`src/rtl/adder.sv`:
```
// Registered two-operand integer adder with carry-lookahead core.
// The sum and its flags are captured one clock after a valid strobe. The core is
// built from 4-bit CLA groups plus a group-level lookahead carry unit.
module adder #(
  parameter int unsigned WIDTH = 32
) (
  input  logic             clk,
  input  logic             reset,
  input  logic             in_valid,
  input  logic [WIDTH-1:0] a,
  input  logic [WIDTH-1:0] b,
  input  logic             cin,
  output logic [WIDTH-1:0] sum,
  output logic             carry_out,
  output logic             overflow,
  output logic             zero,
  output logic             out_valid
);

  localparam int unsigned NG = WIDTH / 4;

  logic [WIDTH-1:0] g;   // bit generate
  logic [WIDTH-1:0] p;   // bit propagate
  logic [WIDTH-1:0] c;   // carry into each bit
  logic [WIDTH-1:0] s;   // combinational sum
  logic [NG-1:0]    gg;  // group generate
  logic [NG-1:0]    gp;  // group propagate
  logic [NG:0]      gc;  // carry into each group; gc[NG] is the final carry out

  logic s_carry;
  logic s_overflow;
  logic s_zero;

  assign g = a & b;
  assign p = a ^ b;

  // 4-bit CLA groups: group G/P and the in-group carries from the group carry-in.
  for (genvar k = 0; k < NG; k++) begin : gen_grp
    logic [3:0] gk;
    logic [3:0] pk;
    logic       ck;

    assign gk = g[4*k +: 4];
    assign pk = p[4*k +: 4];
    assign ck = gc[k];

    assign gg[k] = gk[3]
                 | (pk[3] & gk[2])
                 | (pk[3] & pk[2] & gk[1])
                 | (pk[3] & pk[2] & pk[1] & gk[0]);
    assign gp[k] = &pk;

    assign c[4*k]     = ck;
    assign c[4*k + 1] = gk[0] | (pk[0] & ck);
    assign c[4*k + 2] = gk[1] | (pk[1] & gk[0]) | (pk[1] & pk[0] & ck);
    assign c[4*k + 3] = gk[2] | (pk[2] & gk[1]) | (pk[2] & pk[1] & gk[0])
                      | (pk[2] & pk[1] & pk[0] & ck);
  end

  // Group lookahead: every group carry is a flat sum of products from cin, so no
  // carry ripples from one group to the next.
  assign gc[0] = cin;
  for (genvar k = 0; k < NG; k++) begin : gen_la
    logic [k+1:0] t;
    for (genvar j = 0; j <= k; j++) begin : gen_t
      if (j == k) begin : gen_last
        assign t[j] = gg[j];
      end else begin : gen_mid
        assign t[j] = gg[j] & (&gp[k:j+1]);
      end
    end
    assign t[k+1]  = cin & (&gp[k:0]);
    assign gc[k+1] = |t;
  end

  assign s          = p ^ c;
  assign s_carry    = gc[NG];
  assign s_overflow = (a[WIDTH-1] == b[WIDTH-1]) && (s[WIDTH-1] != a[WIDTH-1]);
  assign s_zero     = ~|s;

  // Output registers: the result and its flags load together on a valid strobe and hold otherwise.
  always_ff @(posedge clk or posedge reset) begin
    if (reset) begin
      sum       <= '0;
      carry_out <= 1'b0;
      overflow  <= 1'b0;
      zero      <= 1'b0;
      out_valid <= 1'b0;
    end else begin
      out_valid <= in_valid;
      if (in_valid) begin
        sum       <= s;
        carry_out <= s_carry;
        overflow  <= s_overflow;
        zero      <= s_zero;
      end
    end
  end

endmodule

```
`config.mk`:
```
export PLATFORM = sky130hd
export DESIGN_NAME = adder
export DESIGN_NICKNAME = d
export VERILOG_FILES = /design/src/rtl/adder.sv
export SDC_FILE = /design/constraint.sdc
export NUM_CORES = 1
export LEC_CHECK = 0
export CAP_MARGIN = 0
export CORE_UTILIZATION = 48
export CTS_BUF_LIST = sky130_fd_sc_hd__clkbuf_8
export DETAILED_ROUTE_END_ITERATION = 12
export GPL_ROUTABILITY_DRIVEN = 0
export GPL_TIMING_DRIVEN = 0
export PLACE_DENSITY = 0.84
export SLEW_MARGIN = 10
export SYNTH_ARGS = -nofsm -noshare
export SYNTH_HDL_FRONTEND = slang
export SYNTH_SLANG_ARGS = --single-unit
```
`constraint.sdc`:
```
create_clock -name clk -period 1.05 [get_ports clk]
set_input_delay 0.105 -clock clk [delete_from_list [all_inputs] [get_ports clk]]
set_output_delay 0.105 -clock clk [all_outputs]
set_load 0.005 [all_outputs]
```
==> flow_metrics.tcl, run 1 <==
set metrics [dict create \
    synth_edf_count 0 \
    yosysSeqAreaShare 0.293 \
    io_buffers 103 \
    rows 28 \
    synth_top_area_share 0.293 \
    hold_buffers 0 \
    netlist_area_sq_um 3070 \
    place_hpwl_mm 7.44 \
    initial_core_util 0.507 \
    clock-sinks 36 \
    h-tree-depth 2 \
    syn_nets 429 \
    synth_cell_type_count 61 \
    cts_root_buf "clkbuf_8" \
    cts_buffers 5 \
    postSynthAreaPerCell_sq_um 9.58 \
    fp.dieH_um 82.0 \
    error_line "[ERROR DPL-0038] Utilization greater than 100%, impossible to legalize" \
    async_reset_ff_frac 1.00 \
    yosys_warnings 0 \
    preCtsSetupSlack_ns -3.27 \
    clk_path_buf_depth 2 \
    synth_ff_type "dfrtp_1" \
    synthTopCellsByArea "dfrtp_1, ha_1, mux2_2, fa_1, a21oi_1" \
    worst_endpoint_kind "register input" \
    io_pins 104 \
    yosysTopAreaCell "dfrtp_1" \
    synthCells 321 \
    grt-worst-endpoint "zero$_DFFE_PP0P_/D" \
    outcome "did not finish" \
    lastStage "global routing" \
    grt_max_degree 37 \
    synth_seq_cells 36 \
    die_w_um 82.0 \
]
==> through the flow <==
step | hold slack (ns) | setup TNS (ns) | util | cell area, sq um | instances
after floorplan | 0.136 | -25.39 | - | 3440 | 321
after detailed placement | 0.491 | -55.87 | 0.754 | 4570 | 499
after global placement | 0.471 | -77.35 | 0.754 | 4570 | 499
after CTS | 0.165 | -25.31 | 0.893 | 5410 | 561
==> logic make-up after synthesis <==
family                   Yosys count  share of synthesized area
AND/OR/NAND/NOR                   97                      0.162
adder cells (fa/ha/maj)           40                      0.182
XOR/XNOR                          22                     0.0627
buffers and inverters             21                     0.0256
flip-flops                        36                      0.293
multiplexers                      24                     0.0863
AO/OA/AOI/OAI                     81                      0.188
==> cells in the mapped netlist, types with 3 or more instances <==
| cell | count |
|---|---|
| nand2_1 | 20 |
| a21o_1 | 5 |
| dfrtp_1 | 36 |
| fa_1 | 8 |
| a21oi_1 | 28 |
| a31oi_1 | 3 |
| o21ai_0 | 8 |
| ha_1 | 32 |
| nor2_1 | 29 |
| o21a_1 | 4 |
| xor2_1 | 6 |
| mux2i_1 | 4 |
| mux2_2 | 20 |
| and3_1 | 3 |
| nor2b_1 | 3 |
| o21ai_1 | 3 |
| inv_1 | 15 |
| nand4_1 | 10 |
| clkbuf_1 | 3 |
| nand3_1 | 8 |
| nor4_1 | 4 |
| xnor2_1 | 16 |
==> repair_timing <==
action / CTS
gates resized for setup: 337
endpoints found under the setup margin: 71
buffers inserted: 56
pin swaps: 82
==> run 2, diff against run 1 <==
--- a/config.mk
+++ b/config.mk
@@ -6,12 +6,11 @@
 export NUM_CORES = 1
 export LEC_CHECK = 0
 export CAP_MARGIN = 0
-export CORE_UTILIZATION = 48
-export CTS_BUF_LIST = sky130_fd_sc_hd__clkbuf_8
+export CORE_UTILIZATION = 40
 export DETAILED_ROUTE_END_ITERATION = 12
 export GPL_ROUTABILITY_DRIVEN = 0
 export GPL_TIMING_DRIVEN = 0
-export PLACE_DENSITY = 0.84
+export PLACE_DENSITY_LB_ADDON = 0.15
 export SLEW_MARGIN = 10
 export SYNTH_ARGS = -nofsm -noshare
 export SYNTH_HDL_FRONTEND = slang
==> run 2 against run 1 <==
  * The flow now finishes, with violations (negative setup slack)
  * Synthesized area unchanged
  * Synthesized cell count unchanged
==> flow_metrics.tcl, run 2 <==
set metrics [dict create \
    finalSetupTns_ns -29.88 \
    max_stage_delay_ns 0.53 \
    ir_worst_vdd_mv 0.753 \
    die_w_um 89.7 \
    io_pins 104 \
    grt_pass1_wl_mm 18.6 \
    cp_cell_sequence "buf_6 > ha_4 > buf_4 > a21oi_4 > o21ai_2 > a21oi_4 > a211oi_2 > nor2_2 > inv_2 > fa_2 > nor3b_2 > nand4_1 > nor3_2 > nand3_1 > mux2i_1 > nand4_1 > or4b_4 > o22ai_2" \
    synthCells 321 \
    clock-sinks 36 \
    hold_buffers 0 \
    synth_seq_cells 36 \
    core_sq_um 7330 \
    totalWireLength_mm 14.5 \
    synth_top_area_share 0.293 \
    synth.mux.area_fraction 0.0863 \
    num_vias 3767 \
    cts_buffers 5 \
    period_share 3.58 \
    synth_cell_type_count 61 \
    dr.pass1.iters 5 \
    cap_violations 0 \
    p_total_mw 7.52 \
    io_buffers 103 \
    drc_errors 0 \
    grt_max_degree 37 \
    slew_viol_final 0 \
    grt_pass1_vias 3798 \
    failed_checks "negative setup slack" \
    synthXorXnorAreaFrac 0.0627 \
    clk_path_buf_depth 2 \
    crit_path_start_kind "input port" \
    yosysSeqAreaShare 0.293 \
    initial_core_util 0.419 \
    rsz0062_at_grt "true" \
    crit_path_max_fanout 5 \
    yosysMostFrequentCell "dfrtp_1" \
    postSynthAreaPerCell_sq_um 9.58 \
    skew_ns 0 \
    seqCellArea_sq_um 901 \
    relSlewSlack 0.284 \
    viasPerCell 5.98 \
    path_class "in -> reg" \
    crit_path_end_kind "flip-flop" \
    grt_overflow_total 0 \
    tightest_slew_ns 1.05 \
    syn_nets 429 \
    worstPathRequired_ns 1.28 \
    hp-class "in -> reg" \
    top_register "sum" \
    netlist_area_sq_um 3070 \
    synth_compound_area_frac 0.188 \
    largest_reg_flops 32 \
    async_reset_ff_frac 1.00 \
    drtIter0Drc 209 \
    drive_above_1_share 0.590 \
    grtUsageTotal 0.313 \
    finalSetupViolCount 34 \
    final_net_count 636 \
    met1_length_mm 5.16 \
    multi_input_area_sq_um 3140 \
    synth_top_family_by_area "compound AO/OA/AOI/OAI gates" \
    yosys_warnings 0 \
    h-tree-depth 2 \
    clk_pin_slew_ns 0.09 \
    syn_to_final_growth_pct 99.8 \
    place_hpwl_mm 7.22 \
    setup_ws_ns -2.71 \
    leakage_nw 2.59 \
    outcome "finished, violations left" \
    antenna_found_initial 0 \
    wl_met2_mm 7.24 \
    fin_crit_ns 3.76 \
    num-fill-cells 337 \
    yosysTopAreaCell "dfrtp_1" \
    final_common_cell "buf_4" \
    p_per_area_nw_per_um2 1220 \
    synthTopCellsByArea "dfrtp_1, ha_1, mux2_2, fa_1, a21oi_1" \
    synthSimpleGateAreaFrac 0.162 \
    fp.dieH_um 89.7 \
    cts_root_buf "clkbuf_8" \
    max_clock_freq_mhz 266 \
    synth_edf_count 0 \
    met3WireLength_mm 1.15 \
    cp_slowest_cell "or4b_4" \
    top_layer "met4" \
    hold_violations 0 \
    worstSkewPairLatency_ns 0.30 \
    detail-route-antenna-nets 0 \
    worstPathArrival_ns 3.99 \
    synth_common_cells "dfrtp_1, ha_1, nor2_1" \
    mostFrequentLayoutCells "buf_4, buf_6, dfrtp_1" \
    synth_ff_type "dfrtp_1" \
    cts_tree "yes" \
    rows 31 \
    synthAdderAreaFrac 0.182 \
    wire_per_inst_um 23.0 \
    dieArea_sq_um 8040 \
]
run 2: cell families after synthesis:
group	after synthesis
multiplexers	24
flip-flops	36
AND/OR/NAND/NOR	97
XOR/XNOR	22
buffers and inverters	21
adder cells (fa/ha/maj)	40
AO/OA/AOI/OAI	81
run 2: power breakdown:
group,internal [mW],total (mW),switching [mW]
combinational,2.34,4.28,1.94
sequential,1.70,1.88,0.187
clock,0.717,1.35,0.633
total,4.76,7.52,2.76
run 2: final timing paths:
| path | startpoint | end | slack, ns | depth (start not counted) |
|---|---|---|---|---|
| worst min-delay path | in_valid | out_valid | 0.21 | 1 |
| worst max-delay path | b[9] | zero | -2.71 | 18 |
| worst min register to register | sum[16] | sum[16] | 0.51 | 1 |
| worst max register to register | sum[24] | sum[24] | 0.04 | 3 |
| min in group asynchronous | reset | sum[30] | 0.30 | 2 |
| max in group asynchronous | reset | sum[24] | 0.22 | 2 |
run 2: metal layers:
metal | GRT usage | up-vias
li1 | - | 1614
met4 | 0.188 | 0
met2 | 0.543 | 264
met5 | 0 | -
met1 | 0.358 | 1797
met3 | 0.0603 | 92
run 2: metrics by stage:
| step | setup slack [ns] | util | area, sq um | hold slack, ns | cells |
|---|---|---|---|---|---|
| 6_report | -2.71 | 0.838 | 6140 | 0.209 | 630 |
| 4_1_cts | -2.46 | 0.797 | 5840 | 0.186 | 625 |
| 3_5_place_dp | -3.20 | 0.627 | 4600 | 0.478 | 523 |
| 2_1_floorplan | -2.05 | - | 3440 | 0.136 | 321 |
| 5_1_grt | -2.96 | 0.837 | 6140 | 0.188 | 628 |
| 3_3_place_gp | -3.14 | 0.627 | 4600 | 0.472 | 523 |
run 2: what timing repair did:
| item | 4_1_cts | 5_1_grt |
|---|---|---|
| gates cloned | 1 | 0 |
| pin swaps | 80 | 61 |
| setup endpoints to repair | 71 | 55 |
| buffers inserted | 96 | 29 |
| gates resized for setup | 351 | 126 |
run 2: cell type report:
cell class	instances	share of cell area
plain buffers	5	0.00570
inverters	16	0.00978
clock buffers	5	0.0112
multi-input cells	264	0.511
diodes	2	0.000815
clock inverters	3	0.00754
flip-flops and latches	36	0.147
well taps	99	0.0202
repair buffers	200	0.287
run 2: critical path, delay by kind of cell:
kind | cells | cell delay [ns]
buf+inv | 3 | 0.30
fa+ha+maj | 2 | 0.78
compound gates | 5 | 0.95
simple gates | 7 | 1.65
mux | 1 | 0.17
Note: power is estimated with default switching activity, not from simulation.
==> run 3, diff against run 2 <==
--- a/config.mk
+++ b/config.mk
@@ -5,12 +5,15 @@
 export SDC_FILE = /design/constraint.sdc
 export NUM_CORES = 1
 export LEC_CHECK = 0
+export ABC_CLOCK_PERIOD_IN_PS = 1050
 export CAP_MARGIN = 0
 export CORE_UTILIZATION = 40
 export DETAILED_ROUTE_END_ITERATION = 12
 export GPL_ROUTABILITY_DRIVEN = 0
 export GPL_TIMING_DRIVEN = 0
 export PLACE_DENSITY_LB_ADDON = 0.15
+export SKIP_CTS_REPAIR_TIMING = 1
+export SKIP_LAST_GASP = 1
 export SLEW_MARGIN = 10
 export SYNTH_ARGS = -nofsm -noshare
 export SYNTH_HDL_FRONTEND = slang
==> run 3 against run 2 <==
  * Die area did not move
  * Non-clock buffer count fell by 40
  * Combinational power fell by 15%
  * Worst setup slack improved by 0.12 ns
  * Count of clock-buffer cells in the layout did not move
  * Clock power fell by 3%
  * Register-to-register slack improved by 0.07 ns
  * Final cell count fell by 6.5%
  * Sequential share of layout area rose by 0.87 points
  * The run still ends with negative setup slack left
  * Power fell by 9.0%
  * Core utilization fell by 4.7 points
  * Highest routed layer unchanged
==> flow_metrics.tcl, run 3 (same netlist as run 2, synthesis figures left out) <==
set metrics [dict create \
    outcome "finished, violations left" \
    failed_checks "negative setup slack" \
    hold_violations 0 \
    worstPathArrival_ns 3.86 \
    power.net_switching_mw 2.37 \
    top_register "sum" \
    worstSkewPairLatency_ns 0.29 \
    drtIter0Drc 146 \
    drc_errors 0 \
    final_common_cell "dlymetal6s2s_1" \
    die_w_um 89.7 \
    grt_overflow_total 0 \
    cts_root_buf "clkbuf_8" \
    path_class "in -> reg" \
    final_util 0.791 \
    cts_buffers 5 \
    rrSetupSlack_ns 0.11 \
    tightest_slew_ns 0.823 \
    fp.dieH_um 89.7 \
    io_buffers 103 \
    largest_reg_flops 32 \
    period_share 3.47 \
    rr_endpoint "sum[2]" \
    dieArea_sq_um 8040 \
    crit_path_end_kind "flip-flop" \
    combPwrFrac 0.534 \
    clock-sinks 36 \
    fin_crit_ns 3.64 \
    worstPathRequired_ns 1.27 \
    crit_path_max_fanout 3 \
    hp-class "in -> reg" \
    final_net_count 596 \
    totalWireLength_mm 11.4 \
    ir_worst_vdd_mv 0.784 \
    seqPwrFrac 0.274 \
    grt_pass1_vias 2897 \
    drive_above_1_share 0.448 \
    fin_hold_ws_ns 0.0606 \
    r2r_start "sum[2]" \
    viasPerCell 5.70 \
    hold_path_depth 1 \
    intPower_mw 4.46 \
    clk_path_buf_depth 2 \
    skew_ns 0 \
    wire_per_inst_um 19.4 \
    cap_violations 0 \
    p_total_mw 6.84 \
    syn_to_final_growth_pct 88.6 \
    cts_tree "yes" \
    io_pins 104 \
    hold_end "out_valid" \
    detail-route-antenna-nets 0 \
    crit_path_start_kind "input port" \
    dr.pass1.iters 4 \
    rows 31 \
    grt_pass1_wl_mm 14.0 \
    slew_viol_final 0 \
    relSlewSlack 0.451 \
    antenna_found_initial 1 \
    swShare 0.347 \
    initial_core_util 0.419 \
    max_clock_freq_mhz 275 \
    p_per_area_nw_per_um2 1180 \
    rsz0062_at_grt "true" \
    leakage_nw 2.92 \
    grt_max_degree 37 \
    place_hpwl_mm 7.22 \
    clockPowerShare 0.192 \
    setup_ws_ns -2.59 \
    worstHoldStart "in_valid" \
    mostFrequentLayoutCells "dlymetal6s2s_1, buf_4, dfrtp_1" \
    core_sq_um 7330 \
    grtUsageTotal 0.233 \
    num_vias 3358 \
    finalSetupViolCount 33 \
    r2r_cells 3 \
    h-tree-depth 2 \
    clk_pin_slew_ns 0.08 \
]
## run 3: changes by cell type in the layout (fill, tap and decap cells not counted), moves of 4 or more
cell / delta
a21oi_1: +5
buf_2: -16
buf_4: -13
buf_6: -41
clkdlybuf4s15_1: -35
dlygate4sd2_1: -7
dlymetal6s2s_1: +75
mux2_2: +5
mux2_4: -5
nor2_1: +4
## run 3: area by class of cell
type / count / area (sq um)
flip-flops and latches: 36 / 901
well taps: 99 / 124
clock buffers: 5 / 68.8
fillers: 423 / 1530
repair buffers: 160 / 1630
multi-input cells: 264 / 2940
inverters: 16 / 60.1
plain buffers: 5 / 32.5
diodes: 1 / 2.50
clock inverters: 3 / 46.3
## run 3: worst max path at each step
stage | startpoint | endpoint | depth (start not counted) | slack (ns)
after CTS | a[0] | zero | 17 | -2.90
after global routing | a[7] | zero | 17 | -2.79
after global placement | a[0] | zero | 17 | -3.14
after detailed placement | a[0] | zero | 17 | -3.20
final | b[0] | zero | 17 | -2.59
after floorplan | a[21] | zero | 16 | -2.05
## run 3: metal layers
layer	global-route usage	vias up	wire [um]
met5	0	-	0
met1	0.298	1646	4490
met3	0.0375	36	685
li1	-	1536	-
met2	0.400	140	5810
met4	0.0779	0	418
## run 3: worst max-delay path: stages
cell	delay, ns
buf_8	0.10
ha_4	0.24
a211oi_4	0.32
o21ai_2	0.12
a311oi_2	0.32
a211oi_2	0.15
nor2_1	0.17
inv_1	0.09
fa_2	0.51
nor3b_2	0.20
nand4_1	0.11
nor3_2	0.26
nand3_1	0.10
mux2i_1	0.15
nand4_1	0.22
or4b_4	0.57
o22ai_2	0.12
## run 3: power groups by stage
stage	clock, mW	sequential, mW	combinational, mW
finish	1.31	1.87	3.65
global route	1.39	1.90	3.89
CTS	1.32	1.88	2.86
detailed placement	0	1.90	2.84
global placement	0	1.89	2.79
floorplan	0	1.90	1.49
## run 3: per-stage QoR
step / instance area (sq um) / setup TNS [ns] / worst slack, ns / cells
detailed placement: 4600 / -56.85 / -3.20 / 523
global placement: 4600 / -77.79 / -3.14 / 523
CTS: 4710 / -49.51 / -2.90 / 531
finish: 5800 / -27.06 / -2.59 / 589
floorplan: 3440 / -25.39 / -2.05 / 321
global route: 5800 / -29.15 / -2.79 / 589
